## config.mk

```make
export PLATFORM = sky130hd
export DESIGN_NAME = lock_code_programmer
export DESIGN_NICKNAME = d
export VERILOG_FILES = /design/src/rtl/lock_code_programmer.sv
export SDC_FILE = /design/constraint.sdc
export NUM_CORES = 1
export LEC_CHECK = 0
export BUFFER_PORTS_ARGS = -buffer_cell sky130_fd_sc_hd__clkbuf_2
export CAP_MARGIN = 30
export CORE_MARGIN = 8
export CORE_UTILIZATION = 45
export CTS_CLUSTER_DIAMETER = 50
export CTS_CLUSTER_SIZE = 10
export DETAILED_ROUTE_END_ITERATION = 6
export PLACE_DENSITY = 0.76
export RECOVER_POWER = 100
export SYNTH_ARGS = -nofsm -noshare
export SYNTH_HDL_FRONTEND = slang
export SYNTH_SLANG_ARGS = --single-unit
```

## constraint.sdc

```tcl
create_clock -name clk -period 3.45 [get_ports clk]
set_input_delay 0.1725 -clock clk [delete_from_list [all_inputs] [get_ports clk]]
set_output_delay 0.1725 -clock clk [all_outputs]
set_load 0.05 [all_outputs]
```

## src/rtl/lock_code_programmer.sv

```systemverilog
// Write side of the digital lock: holds the combination and runs the verify/new/confirm
// reprogramming sequence. Define LOCK_PROG_LOCKOUT_EN to lock out after three failed sessions.
module lock_code_programmer #(
    parameter int                      NUM_DIGITS   = 6,
    parameter logic [NUM_DIGITS*4-1:0] DEFAULT_CODE = 24'h285591
) (
    input  logic                    clk,
    input  logic                    rst_n,
    input  logic                    prog_req,
    input  logic                    digit_valid,
    input  logic [3:0]              digit_in,
    output logic [NUM_DIGITS*4-1:0] code_out,
    output logic                    code_wr,
    output logic                    busy,
    output logic [1:0]              status,
    output logic [41:0]             hex_out
);
    localparam int            CW   = (NUM_DIGITS > 1) ? $clog2(NUM_DIGITS) : 1;
    localparam logic [CW-1:0] LAST = CW'(NUM_DIGITS - 1);

    // Active-low glyphs, bit0 = segment a
    localparam logic [6:0] SEG_BLANK = 7'h7F;
    localparam logic [6:0] G_U   = ~7'h3E;
    localparam logic [6:0] G_N   = ~7'h54;
    localparam logic [6:0] G_C   = ~7'h39;
    localparam logic [6:0] G_D   = ~7'h5E;
    localparam logic [6:0] G_O_L = ~7'h5C;
    localparam logic [6:0] G_E   = ~7'h79;
    localparam logic [6:0] G_F   = ~7'h71;
    localparam logic [6:0] G_A   = ~7'h77;
    localparam logic [6:0] G_I   = ~7'h30;
    localparam logic [6:0] G_L   = ~7'h38;
    localparam logic [6:0] G_O   = ~7'h3F;

    typedef enum logic [2:0] {
        S_IDLE,
        S_VERIFY,
        S_NEW,
        S_CONFIRM,
        S_DONE,
        S_FAIL
`ifdef LOCK_PROG_LOCKOUT_EN
        , S_LOCKOUT
`endif
    } state_t;

    state_t                  state, next_state, fail_target;
    logic [NUM_DIGITS*4-1:0] staging;
    logic [NUM_DIGITS*4-1:0] ref_code;
    logic [CW-1:0]           cnt;
    logic                    mismatch;
    logic                    entry, req_ok, last_dig, dig_bad, dig_mis, mis_final;
    logic [3:0]              ref_dig;

    function automatic logic [6:0] seg7(input logic [3:0] d);
        case (d)
            4'd0:    return ~7'h3F;
            4'd1:    return ~7'h06;
            4'd2:    return ~7'h5B;
            4'd3:    return ~7'h4F;
            4'd4:    return ~7'h66;
            4'd5:    return ~7'h6D;
            4'd6:    return ~7'h7D;
            4'd7:    return ~7'h07;
            4'd8:    return ~7'h7F;
            4'd9:    return ~7'h6F;
            default: return SEG_BLANK;
        endcase
    endfunction

`ifdef LOCK_PROG_LOCKOUT_EN
    logic [1:0] fail_cnt;

    // Counts consecutive failed sessions; a successful commit forgives them
    always_ff @(posedge clk) begin
        if (!rst_n)
            fail_cnt <= 2'd0;
        else if (state != S_DONE && next_state == S_DONE)
            fail_cnt <= 2'd0;
        else if (state != S_FAIL && next_state == S_FAIL)
            fail_cnt <= fail_cnt + 2'd1;
    end

    assign fail_target = (fail_cnt == 2'd2) ? S_LOCKOUT : S_FAIL;
    assign req_ok      = prog_req && (state != S_LOCKOUT);
`else
    assign fail_target = S_FAIL;
    assign req_ok      = prog_req;
`endif

    assign entry    = (state == S_VERIFY) || (state == S_NEW) || (state == S_CONFIRM);
    assign last_dig = entry && digit_valid && (cnt == LAST);
    assign ref_code = (state == S_CONFIRM) ? staging : code_out;
    assign ref_dig  = ref_code[(NUM_DIGITS - 1 - int'(cnt))*4 +: 4];
    assign dig_bad  = (digit_in > 4'd9);
    assign dig_mis  = dig_bad || ((state != S_NEW) && (digit_in != ref_dig));
    assign mis_final = mismatch || dig_mis;

    always_ff @(posedge clk) begin
        if (!rst_n)
            state <= S_IDLE;
        else
            state <= next_state;
    end

    always_comb begin
        next_state = state;
        case (state)
            S_IDLE, S_DONE, S_FAIL: begin
                if (req_ok)
                    next_state = S_VERIFY;
            end
            S_VERIFY, S_NEW, S_CONFIRM: begin
                if (req_ok)
                    next_state = S_VERIFY;
                else if (last_dig) begin
                    if (mis_final)
                        next_state = fail_target;
                    else if (state == S_VERIFY)
                        next_state = S_NEW;
                    else if (state == S_NEW)
                        next_state = S_CONFIRM;
                    else
                        next_state = S_DONE;
                end
            end
            default: next_state = state;
        endcase
    end

    // A restart always wins over a same-cycle digit, so the digit is simply not consumed
    always_ff @(posedge clk) begin
        if (!rst_n) begin
            code_out <= DEFAULT_CODE;
            staging  <= '0;
            cnt      <= '0;
            mismatch <= 1'b0;
            code_wr  <= 1'b0;
        end else begin
            code_wr <= 1'b0;
            if (req_ok) begin
                cnt      <= '0;
                mismatch <= 1'b0;
                staging  <= '0;
            end else if (entry && digit_valid) begin
                if (state == S_NEW)
                    staging[(NUM_DIGITS - 1 - int'(cnt))*4 +: 4] <= digit_in;
                if (cnt == LAST) begin
                    cnt      <= '0;
                    mismatch <= 1'b0;
                    if (state == S_CONFIRM && !mis_final) begin
                        code_out <= staging;
                        code_wr  <= 1'b1;
                    end
                end else begin
                    cnt      <= cnt + 1'b1;
                    mismatch <= mis_final;
                end
            end
        end
    end

    always_comb begin
        busy    = 1'b0;
        status  = 2'b00;
        hex_out = {6{SEG_BLANK}};
        case (state)
            S_VERIFY: begin
                busy    = 1'b1;
                status  = 2'b01;
                hex_out = {G_U, {4{SEG_BLANK}}, seg7(4'(cnt))};
            end
            S_NEW: begin
                busy    = 1'b1;
                status  = 2'b01;
                hex_out = {G_N, {4{SEG_BLANK}}, seg7(4'(cnt))};
            end
            S_CONFIRM: begin
                busy    = 1'b1;
                status  = 2'b01;
                hex_out = {G_C, {4{SEG_BLANK}}, seg7(4'(cnt))};
            end
            S_DONE: begin
                status  = 2'b10;
                hex_out = {SEG_BLANK, SEG_BLANK, G_D, G_O_L, G_N, G_E};
            end
            S_FAIL: begin
                status  = 2'b11;
                hex_out = {SEG_BLANK, SEG_BLANK, G_F, G_A, G_I, G_L};
            end
`ifdef LOCK_PROG_LOCKOUT_EN
            S_LOCKOUT: begin
                status  = 2'b11;
                hex_out = {{3{SEG_BLANK}}, G_L, G_O, G_C};
            end
`endif
            default: begin
                busy    = 1'b0;
                status  = 2'b00;
                hex_out = {6{SEG_BLANK}};
            end
        endcase
    end

endmodule

```

==> impl_summary.md <==
Outcome
The run finished with clean final reports.

CTS
CTS placed an instance of clkbuf_8 at the clock tree root. The number of clock buffers added by TritonCTS is 9. The number of gates given a new drive strength after cts is 0. The clock reaches the later pin of the worst-skew pair after 0.35 ns. The maximum root-to-sink buffer count is 2.

The number of H-tree branching levels is 3. After clock tree synthesis, the clock-pin slew on the worst setup and hold paths is 0.06 ns. The number of buffers added to fix hold violations after cts is 0. The number of setup buffers added after CTS is 0. The number of sinks on the clock net is 63.

TritonCTS built the clock tree.

STA
The max-slew headroom at the worst pin is 0.507. The max-slew violation count is 0. The sum of negative setup slack is 0 ns. The post-route fraction of the period consumed by the critical path is 0.910. The count of endpoints failing setup in the final report is 0. The transition time at the pin with the least slew margin is around 0.73 ns. The number of hold violations in the final report was 0. Timing would allow up to 319 MHz.

Setup repair after global routing left no endpoint under its margin. Once routing completed, OpenROAD measured the worst setup slack at 0.310 ns. The worst path in the final design needs a cycle of 3.14 ns, including I/O delays and setup.

The clock skew is 0.00693 ns.

Finish
0 antenna diodes ended up in the layout. The library cell used most frequently in the layout, excluding fill and tap cells, is dfxtp_1. In the final layout, the share of cells above drive strength 1 is 0.129. The count of nets after finishing is ~480. The area added between synthesis and finish is 10.0%. The final core utilization is 0.500.

The post-layout instance count excluding filler cells is 563. Leaving out fill and tap cells, the most frequent cells in the layout are dfxtp_1, clkbuf_1, nand2_1.

Placement
The number of I/O port buffers is between 60 and 70. At the end of routability-driven placement, the weighted congestion stood at 0.876. In this run, placement finished with an instance count of 549. The estimated wirelength of the detail-placed design is between 6000 and 7000 um.

The minimum setup slack after placement is between 0.4 and 0.5 ns.

Synthesis
Counting every instance in the synthesized netlist gives ~400. In this run the cell area of the synthesized design comes to roughly 0.0036 mm^2. The post-synthesis area per instance is 8.95 um^2. The sequential fraction of the synthesis area is 0.346. The synthesis warning total is 0. The synthesized flop and latch total is 63. The number of different library cells used by synthesis comes to 45.

Route
The detailed router's first-iteration violation count is 214. Dividing the detail-routed wire length by the instance count gives between 15 and 20 um. The aggregate routed wire length is around 9000 um.

The post-detailed-route via-to-cell ratio is between 5 and 6. For this run, design rule violations remaining after detail routing come to 0. The pre-antenna-repair detailed-routing pass consisted of 4 iterations. The routed layout has 3,042 vias.

In this run the remaining antenna-violating nets after routing total 0.

Power and ir drop
The total power of the final layout is 0.00150 W. The static leakage power is 1.40 nW. The total power divided by cell area is around 370 mW/mm^2. The maximum vdd ir drop is 0.000237 V.

Critical path
The arrival time at the worst endpoint is around 3.4 ns. At the worst endpoint, the required time is approximately 3.7 ns. The startpoint of the worst register-to-register path is state[2].

In this run the worst path has a maximum fanout of 18. The worst setup path is captured at a register. The worst setup path is launched from a register.

Tracing the worst setup path back leads to its startpoint at state[2]. The kind of critical path is reg -> reg.

Floorplanning
In this run the horizontal extent of the chip is 106 um. The total I/O pin count is 78. The number of rows in the core area is 33. The region available for standard cell placement spans approximately 0.0080 mm^2. The die outline height is 106 um. The floorplan step defined a die boundary enclosing 0.0112 mm^2. The initial utilization of the core area, before any placement, comes to 0.455.

Worst hold path
In this run the worst hold path is classified as in -> reg. The worst hold path begins at digit_in[0].

GRT
The number of global-route vias before repair is 2,983. The total overflow left after global routing is 0. Entering global routing, the biggest net connects 45 pins.

The first global-routing pass estimated ~15,000 um of wire. In the global route stage, overall resource usage came out at 0.158. The number of antenna violations at the first check in global routing is 0.

Job
The tool flagged a number of max-cap violations equal to 0.
## layer usage
| metal | vias up | GRT usage | part of all wire |
|---|---|---|---|
| met4 | 0 | 0.0764 | 0.017 |
| met2 | 122 | 0.256 | 0.47 |
| met3 | 17 | 0.0496 | 0.095 |
| met1 | 1438 | 0.187 | 0.41 |
| met5 | - | 0 | 0 |
| li1 | 1465 | - | - |
## critical path, cell delays in order, from the launching register on
cell	delay, ns
dfxtp_1	0.53
and3b_1	0.23
clkbuf_2	0.27
inv_6	0.17
mux4_2	0.52
a32oi_1	0.26
o211ai_2	0.12
a41oi_2	0.38
buf_4	0.30
o21ba_2	0.16
o21ai_0	0.06
## synth_stat cells, drive strengths merged
library cell / instances / share of area
dfxtp: 63 / 0.35
a41oi: 1 / 0.0045
nor2: 32 / 0.035
nand2b: 12 / 0.021
o21ba: 10 / 0.027
nand2: 46 / 0.047
buf: 32 / 0.068
and2: 11 / 0.019
a21oi: 15 / 0.021
conb: 1 / 0.0010
a22o: 4 / 0.0096
or2: 2 / 0.0034
o221ai: 1 / 0.0024
clkbuf: 18 / 0.019
nor2b: 1 / 0.0017
fa: 1 / 0.0055
a22oi: 1 / 0.0021
a21o: 4 / 0.0082
nor3: 16 / 0.023
and3: 2 / 0.0034
xnor2: 3 / 0.0072
a32oi: 4 / 0.0096
nand3: 13 / 0.018
mux2i: 33 / 0.091
inv: 17 / 0.019
nor3b: 3 / 0.0062
o21a: 3 / 0.0062
ha: 13 / 0.045
nand4: 6 / 0.010
a31oi: 2 / 0.0034
nor4: 2 / 0.0052
o21ai: 18 / 0.025
o211ai: 4 / 0.0096
and3b: 1 / 0.0024
mux4: 12 / 0.074
## power breakdown
group	internal, W	switching [W]
sequential	0.000730	0.00000253
combinational	0.0000289	0.000119
clock	0.000342	0.000279
## area by class of cell
type / instances / area, um^2
clock inverter: 4 / 47.5
inverter: 17 / 68.8
fill: 797 / 4000
clock buffer: 10 / 138
sequential: 63 / 1260
timing repair buffer: 78 / 337
multi-input combinational: 286 / 2020
tap: 105 / 131
## through the flow
step / hold slack (ns) / area (um^2)
2_1_floorplan: 0.408 / 3670
3_3_place_gp: 0.455 / 3910
3_5_place_dp: 0.469 / 3910
4_1_cts: 0.191 / 4090
5_1_grt: 0.241 / 4010
6_report: 0.215 / 4010
## worst paths after layout
path	endpoint	cells past startpoint	slack (ns)
worst min-delay path	staging[0]	3	0.21
worst max-delay path	code_out[0]	10	0.31
worst max register to register	code_out[0]	10	0.31
worst min register to register	code_out[22]	2	0.48
## kinds of logic (layout without fill, tap and decap cells)
group	Yosys count	after routing	share of synthesized area
and+or+nand+nor	147	147	0.196
AOI/OAI and AO/OA	67	67	0.129
buffers and inverters	67	109	0.106
DFF	63	63	0.346
muxes	45	45	0.165
adders and majority gates	14	14	0.0502
xor gates and xnor gates	3	3	0.00722
other	1	10	0.00103
Note: power is estimated with default switching activity, not from simulation.
